<file path="src/rtl/en_evt_pkg.sv">
// Shared types and default sizing for the debounced enable event counter.
package en_evt_pkg;

  localparam int unsigned DEF_DEBOUNCE_CYCLES = 4;
  localparam int unsigned DEF_CNT_W           = 8;
  localparam int unsigned RUN_W               = 4;

  typedef enum logic [1:0] {
    LOW,
    CONF_HI,
    HIGH,
    CONF_LO
  } evt_state_t;

endpackage

</file>
<file path="src/rtl/en_sync.sv">
// Two-flop synchronizer for a single asynchronous level, synchronous reset to 0.
module en_sync (
  input  logic clk,
  input  logic rst,
  input  logic d,
  output logic q
);

  logic meta_q;
  logic sync_q;

  always_ff @(posedge clk) begin
    if (rst) begin
      meta_q <= 1'b0;
      sync_q <= 1'b0;
    end else begin
      meta_q <= d;
      sync_q <= meta_q;
    end
  end

  assign q = sync_q;

endmodule

</file>
<file path="src/rtl/en_event_counter.sv">
// Debounces the combined enable level and counts accepted rising edges.
// Define EN_EVT_SATURATE_EN to make evt_count hold at all-ones on overflow instead of wrapping.
module en_event_counter
  import en_evt_pkg::*;
#(
  parameter int unsigned DEBOUNCE_CYCLES = DEF_DEBOUNCE_CYCLES,
  parameter int unsigned CNT_W           = DEF_CNT_W
) (
  input  logic             clk,
  input  logic             rst,
  input  logic             en_in,
  input  logic             clr,
  output logic             level,
  output logic             evt_pulse,
  output logic [CNT_W-1:0] evt_count,
  output logic             ovf
);

  localparam logic [RUN_W-1:0] DebTarget = RUN_W'(DEBOUNCE_CYCLES);
  localparam logic [CNT_W-1:0] CntMax    = {CNT_W{1'b1}};

  logic             en_s;
  evt_state_t       state_q;
  logic [RUN_W-1:0] run_q;
  logic             level_q;
  logic             pulse_q;
  logic [CNT_W-1:0] count_q;
  logic             ovf_q;
  logic             enter_high;
  logic             enter_low;

  en_sync u_sync (
    .clk (clk),
    .rst (rst),
    .d   (en_in),
    .q   (en_s)
  );

  // Confirmation completes on the sample that brings the run to DEBOUNCE_CYCLES.
  always_comb begin
    enter_high = 1'b0;
    enter_low  = 1'b0;
    case (state_q)
      LOW:     enter_high = en_s && (DebTarget == RUN_W'(1));
      CONF_HI: enter_high = en_s && ((run_q + RUN_W'(1)) == DebTarget);
      HIGH:    enter_low  = !en_s && (DebTarget == RUN_W'(1));
      CONF_LO: enter_low  = !en_s && ((run_q + RUN_W'(1)) == DebTarget);
      default: ;
    endcase
  end

  always_ff @(posedge clk) begin
    if (rst) begin
      state_q <= LOW;
      run_q   <= '0;
      level_q <= 1'b0;
      pulse_q <= 1'b0;
    end else begin
      pulse_q <= enter_high;
      case (state_q)
        LOW: begin
          if (enter_high) begin
            state_q <= HIGH;
            level_q <= 1'b1;
            run_q   <= '0;
          end else if (en_s) begin
            state_q <= CONF_HI;
            run_q   <= RUN_W'(1);
          end
        end
        CONF_HI: begin
          if (!en_s) begin
            state_q <= LOW;
            run_q   <= '0;
          end else if (enter_high) begin
            state_q <= HIGH;
            level_q <= 1'b1;
            run_q   <= '0;
          end else begin
            run_q <= run_q + RUN_W'(1);
          end
        end
        HIGH: begin
          if (enter_low) begin
            state_q <= LOW;
            level_q <= 1'b0;
            run_q   <= '0;
          end else if (!en_s) begin
            state_q <= CONF_LO;
            run_q   <= RUN_W'(1);
          end
        end
        CONF_LO: begin
          // Returning high from CONF_LO is not a new edge: no pulse, level already 1.
          if (en_s) begin
            state_q <= HIGH;
            run_q   <= '0;
          end else if (enter_low) begin
            state_q <= LOW;
            level_q <= 1'b0;
            run_q   <= '0;
          end else begin
            run_q <= run_q + RUN_W'(1);
          end
        end
        default: begin
          state_q <= LOW;
          run_q   <= '0;
        end
      endcase
    end
  end

  // clr wins over a same-cycle increment; it never touches the debounce FSM.
  always_ff @(posedge clk) begin
    if (rst || clr) begin
      count_q <= '0;
      ovf_q   <= 1'b0;
    end else if (enter_high) begin
      if (count_q == CntMax) begin
        ovf_q <= 1'b1;
`ifdef EN_EVT_SATURATE_EN
        count_q <= CntMax;
`else
        count_q <= '0;
`endif
      end else begin
        count_q <= count_q + CNT_W'(1);
      end
    end
  end

  assign level     = level_q;
  assign evt_pulse = pulse_q;
  assign evt_count = count_q;
  assign ovf       = ovf_q;

endmodule

</file>
<file path="config.mk">
export PLATFORM = sky130hd
export DESIGN_NAME = en_event_counter
export DESIGN_NICKNAME = d
export VERILOG_FILES = /design/src/rtl/en_evt_pkg.sv /design/src/rtl/en_sync.sv /design/src/rtl/en_event_counter.sv
export SDC_FILE = /design/constraint.sdc
export NUM_CORES = 1
export LEC_CHECK = 0
export BUFFER_PORTS_ARGS = -buffer_cell sky130_fd_sc_hd__clkbuf_2
export CORE_MARGIN = 4
export CORE_UTILIZATION = 39
export DETAILED_ROUTE_END_ITERATION = 7
export GPL_TIMING_DRIVEN = 0
export HOLD_SLACK_MARGIN = 0.03
export PLACE_DENSITY_LB_ADDON = 0.25
export SYNTH_ARGS = -nofsm -noshare
export SYNTH_HDL_FRONTEND = slang
export SYNTH_SLANG_ARGS = --single-unit
</file>
<file path="constraint.sdc">
create_clock -name clk -period 4.15 [get_ports clk]
set_input_delay 0.83 -clock clk [delete_from_list [all_inputs] [get_ports clk]]
set_output_delay 0.83 -clock clk [all_outputs]
set_load 0.005 [all_outputs]
</file>
Yosys cells after proc, flatten, opt, wreduce, memory -nomap -nowiden:

Cells that the tools add are included.

* logic and storage cells: 56
* bits in registers: 19
* input port bits: 4

* add/sub/neg operators: 2
* reduce and logical (&&, ||, !) cells: 9
* muxes and demuxes: 26
* equality and inequality tests: 11

Operator list (number)
* 2-to-1 mux 4 bit: 8
* 2-to-1 mux 2 bit: 8
* case mux 4 bit (4 select lines): 1
* adder 8 x 1 -> 8 bit (second input constant): 1
* == test 8 bit (second input constant): 1
* 2-to-1 mux 8 bit: 1
* case mux 2 bit (4 select lines): 1
* 2-to-1 mux 1 bit: 6
* inequality test 3 x 2 -> 1 bit (second input constant): 2
* inequality test 3 bit (second input constant): 2
* AND reduction 2 bit: 3
* adder 4 x 1 -> 4 bit (second input constant): 1
* == test 2 bit (second input constant): 2
* == test 4 x 3 -> 1 bit (second input constant): 1
* case mux 1 bit (4 select lines): 1
* AND reduction 4 bit: 1
* == test 2 x 1 -> 1 bit (second input constant): 1
* logical AND 1 bit: 2
* zero test 2 bit: 1
* inequality test 2 x 1 -> 1 bit (second input constant): 1
* inequality test 2 bit (second input constant): 1
* zero test 1 bit: 1
* logical OR 1 bit: 1

Depth between registers and ports, before layout:

* depth in word-level cells: 7
* gate-level depth with buffers: 6

Modules after synthesis:

A second synthesis with hierarchy kept.

* cells, all modules: 92
* area, all modules: 839.6 um2

Modules (own cells, without submodules)
* en_event_counter: cells each 88, instances 1, area each 787.0 um2
* en_sync: cells each 4, instances 1, area each 52.6 um2

Worst setup path after synthesis:

OpenSTA, ideal clock, no wires.

* path kind: reg-to-reg
* from: register run_q[0]
* to: register count_q[0] (netlist: evt_count[0])
* stages on the path, launching flop included: 7
* setup time: 64 ps
* period minus slack after synthesis: 1363 ps
* path slack: 2787 ps
* data arrival time: 1298 ps
* cell sequence: dfxtp_1 -> ha_1 -> nand4bb_1 -> buf_4 -> nor2_1 -> a311o_1 -> nor2_1

* cells in the longest elaborated chain, start to end: 4

Ends and longest elaborated chain
* from (decl): RTL line en_event_counter.sv:24 `logic [RUN_W-1:0] run_q;`
* from (signal assigned): RTL line en_event_counter.sv:80 `run_q <= run_q + RUN_W'(1);`
* from (signal assigned): RTL line en_event_counter.sv:103 `run_q <= run_q + RUN_W'(1);`
* adder 4 x 1 -> 4 bit: RTL line en_event_counter.sv:45 `CONF_HI: enter_high = en_s && ((run_q + RUN_W'(1)) == DebTarget);`
* == test 4 x 3 -> 1 bit: RTL line en_event_counter.sv:45
* logical AND 1 bit: RTL line en_event_counter.sv:45
* 2-to-1 mux 1 bit: RTL line en_event_counter.sv:43 `case (state_q)`
* to (signal assigned): RTL line en_event_counter.sv:128 `count_q <= count_q + CNT_W'(1);`
* to (decl): RTL line en_event_counter.sv:27 `logic [CNT_W-1:0] count_q;`

Every way passes these cells.
A chain may end at the register's enable or synchronous reset.

Final worst setup path:

* from: register count_q[3] (netlist: evt_count[3])
* to: output port evt_count[3]

RTL lines
* to (decl): RTL line en_event_counter.sv:15 `output logic [CNT_W-1:0] evt_count,`

No word-level cell between the ends.

==> results.md <==
* Outcome: finished, final reports clean
* Core Rows at 16
* Area of the multi-input gates at 453 um2
* # DRC at 0
* Tcrit/Tclk final at 0.418
* Slew HR at 0.690
* Max Slew Vio Count at 0
* Register Area at 380 um2
* Post-synthesis cell area at 861 um2
* Initial Util at 0.426
* Via count at 716
* Vias in the first global route at 626
* Inserted Diodes at 0
* CP arrival at 0.90 ns
* Critical path type: reg2out
* I/O pin count at 15
* Cell variety after synth at 37
* Final #Nets at 117
* Final Critical Period at 1.73 ns
* IO Port Bufs at 14
* Routed WL at 1630 um
* Die Span X at 55.0 um
* CP Launch Type: register
* Final TNS setup at 0 ns
* Part of the power in registers at 0.640
* Min-delay worst type: reg2reg
* Post-synthesis area per instance at 9.36 um2
* Worst path max stage delay at 0.45 ns
* P_sw at 64.0 uW
* RSZ-0062 raised after global routing: no
* Synth Register Bits at 19
* Cells after Synth at 92
* Sequential share of the synthesized area at 0.442
* Iteration-0 DRC Markers at 15
* Syn nets at 98
* Core Area at 2020 um2
* DIE HEIGHT at 55.0 um
* Post-Route Skew at 0.00273 ns
* Top delay family on crit path: flip-flops
* Ys async rst share at 0
* Worst path cell trace: clkbuf_2
* Post-route cell area at 991 um2
* DR pass1 iterations at 4
* Number of synthesized flops with an enable pin at 0
* Overall routing resource usage at 0.128
* H-tree depth at 1
* Most common cell after layout, fill and taps aside: dfxtp_1
* DP HPWL at 1240 um
* Fin util at 0.490
* Cell taking the most area after synthesis: dfxtp_1
* # fillers at 202
* Internal power at 225 uW
* Slowest stage cell, crit path: dfxtp_1
* CTS tree: yes
* Synth top area cells: dfxtp_1 (44%), xnor2_1 (4.1%), nor3_1 (3.5%), nor2_1 (3.5%), nand2_1 (3.1%)
* Top cell type's share of synthesized area at 0.442
* Fin. Hold Viols at 0
* First-pass GRT wire length at 2750 um
* Die ar. at 3020 um2
* Power share of the clock group at 0.323
* Sw Share at 0.221
* Layout cells sized above 1 at 0.227
* Clock-pin slew on the worst setup and hold paths at 0.11 ns
* CP required at 3.32 ns
* Via-per-instance ratio at 5.23
* Routability congestion estimate at 0.803
* Synth Flop Type: dfxtp_1
* Area after DPL at 965 um2
* Post-CTS Resized at 0
* Clk_lat worst skew at 0.29 ns
* Drt wl/cell at 11.9 um
* Power Dens Cells at 292 nW/um2
* Reg2reg setup slack at 2.63 ns
* VDD IR-drop max at 191 uV
* Ys Warns at 0
* Worst Setup End Kind: primary output
* Clock buffer depth at 2
* Total global routing overflow at 0
* Hold buffers post-CTS at 0
* Logic pwr share at 0.037
* Worst Tran Pin Value at 0.464 ns
* Initial antenna violation count at 0
* CTS Buf Count at 3
* Number of setup violations in the final report at 0
* Leak pwr at 0.000375 uW
* Area delta synth->final at 15.1%
* Largest net degree at the start of global routing at 11
* CTS root buf: clkbuf_4
* Maximum clock frequency at 0.577 GHz
* Most frequent cells in the layout: dfxtp_1 (19), clkbuf_2 (14), nor2_1 (8), nand2_1 (7), nor3_1 (6)
* CP Buf/Inv Count at 1
* Max-cap violations at 0
* Final ANT Viol Nets at 0
* CP max FO at 6
* Setup bufs post-CTS at 0
* CTS Sinks at 19
cells by family after synthesis:
| group | count (synthesis) | share of synthesized area |
|---|---|---|
| buffers and inverters | 6 | 0.0320 |
| XOR/XNOR | 7 | 0.0799 |
| AO/OA/AOI/OAI | 14 | 0.108 |
| multiplexers | 1 | 0.0116 |
| adder cells (fa/ha/maj) | 2 | 0.0291 |
| AND/OR/NAND/NOR | 43 | 0.298 |
| flip-flops | 19 | 0.442 |
Yosys cell counts, types with 2 or more instances:
library cell  instances
nand2_1               7
nand3b_1              2
dfxtp_1              19
and3_1                2
ha_1                  2
nor2b_1               2
xor2_1                2
inv_1                 3
xnor2_1               4
nor3_1                6
nand4b_1              2
a21oi_1               4
o21ai_0               2
nor2_1                8
a31oi_1               3
nand3_1               3
per-stage QoR:
step	worst slack [ns]	power, uW	cells	hold slack [ns]
4_1_cts	2.41	293	137	0.464
5_1_grt	2.35	306	137	0.469
3_3_place_gp	2.52	200	133	0.428
6_report	2.42	289	137	0.457
3_5_place_dp	2.52	200	133	0.443
2_1_floorplan	2.79	195	92	0.414
flip-flops by register name, indices dropped and copies added (netlist names), named ones only:
register,flops
u_sync.meta_q,1
run_q,4
ovf,1
level,1
state_q,1
evt_count,8
u_sync.q,1
evt_pulse,1
routing by layer:
metal / share of wire / GRT usage / up-vias
met1: 0.49 / 0.165 / 334
met5: 0 / 0 / -
li1: - / - / 365
met2: 0.44 / 0.191 / 12
met4: 0.022 / 0.0729 / 0
met3: 0.045 / 0.0322 / 5
cell type report:
| type | count | share of cell area |
|---|---|---|
| plain buffers | 3 | 0.0164 |
| clock buffers | 4 | 0.0265 |
| inverters | 3 | 0.0114 |
| multi-input cells | 67 | 0.457 |
| flip-flops and latches | 19 | 0.384 |
| well taps | 27 | 0.0341 |
| repair buffers | 14 | 0.0707 |
power groups by stage:
stage	sequential, uW	clock (uW)	combinational, uW
global route	186	108	12.6
floorplan	189	0	6.49
CTS	185	97.0	10.9
finish	185	93.5	10.7
global placement	189	0	10.7
detailed placement	189	0	10.9
worst paths after layout:
check	from	endpoint	cells after the start
hold reg to reg	u_sync.meta_q	u_sync.q	1
hold / removal	u_sync.meta_q	u_sync.q	1
setup / recovery	evt_count[3]	evt_count[3]	1
setup reg to reg	run_q[0]	evt_count[5]	6
Note: power is estimated with default switching activity, not from simulation.
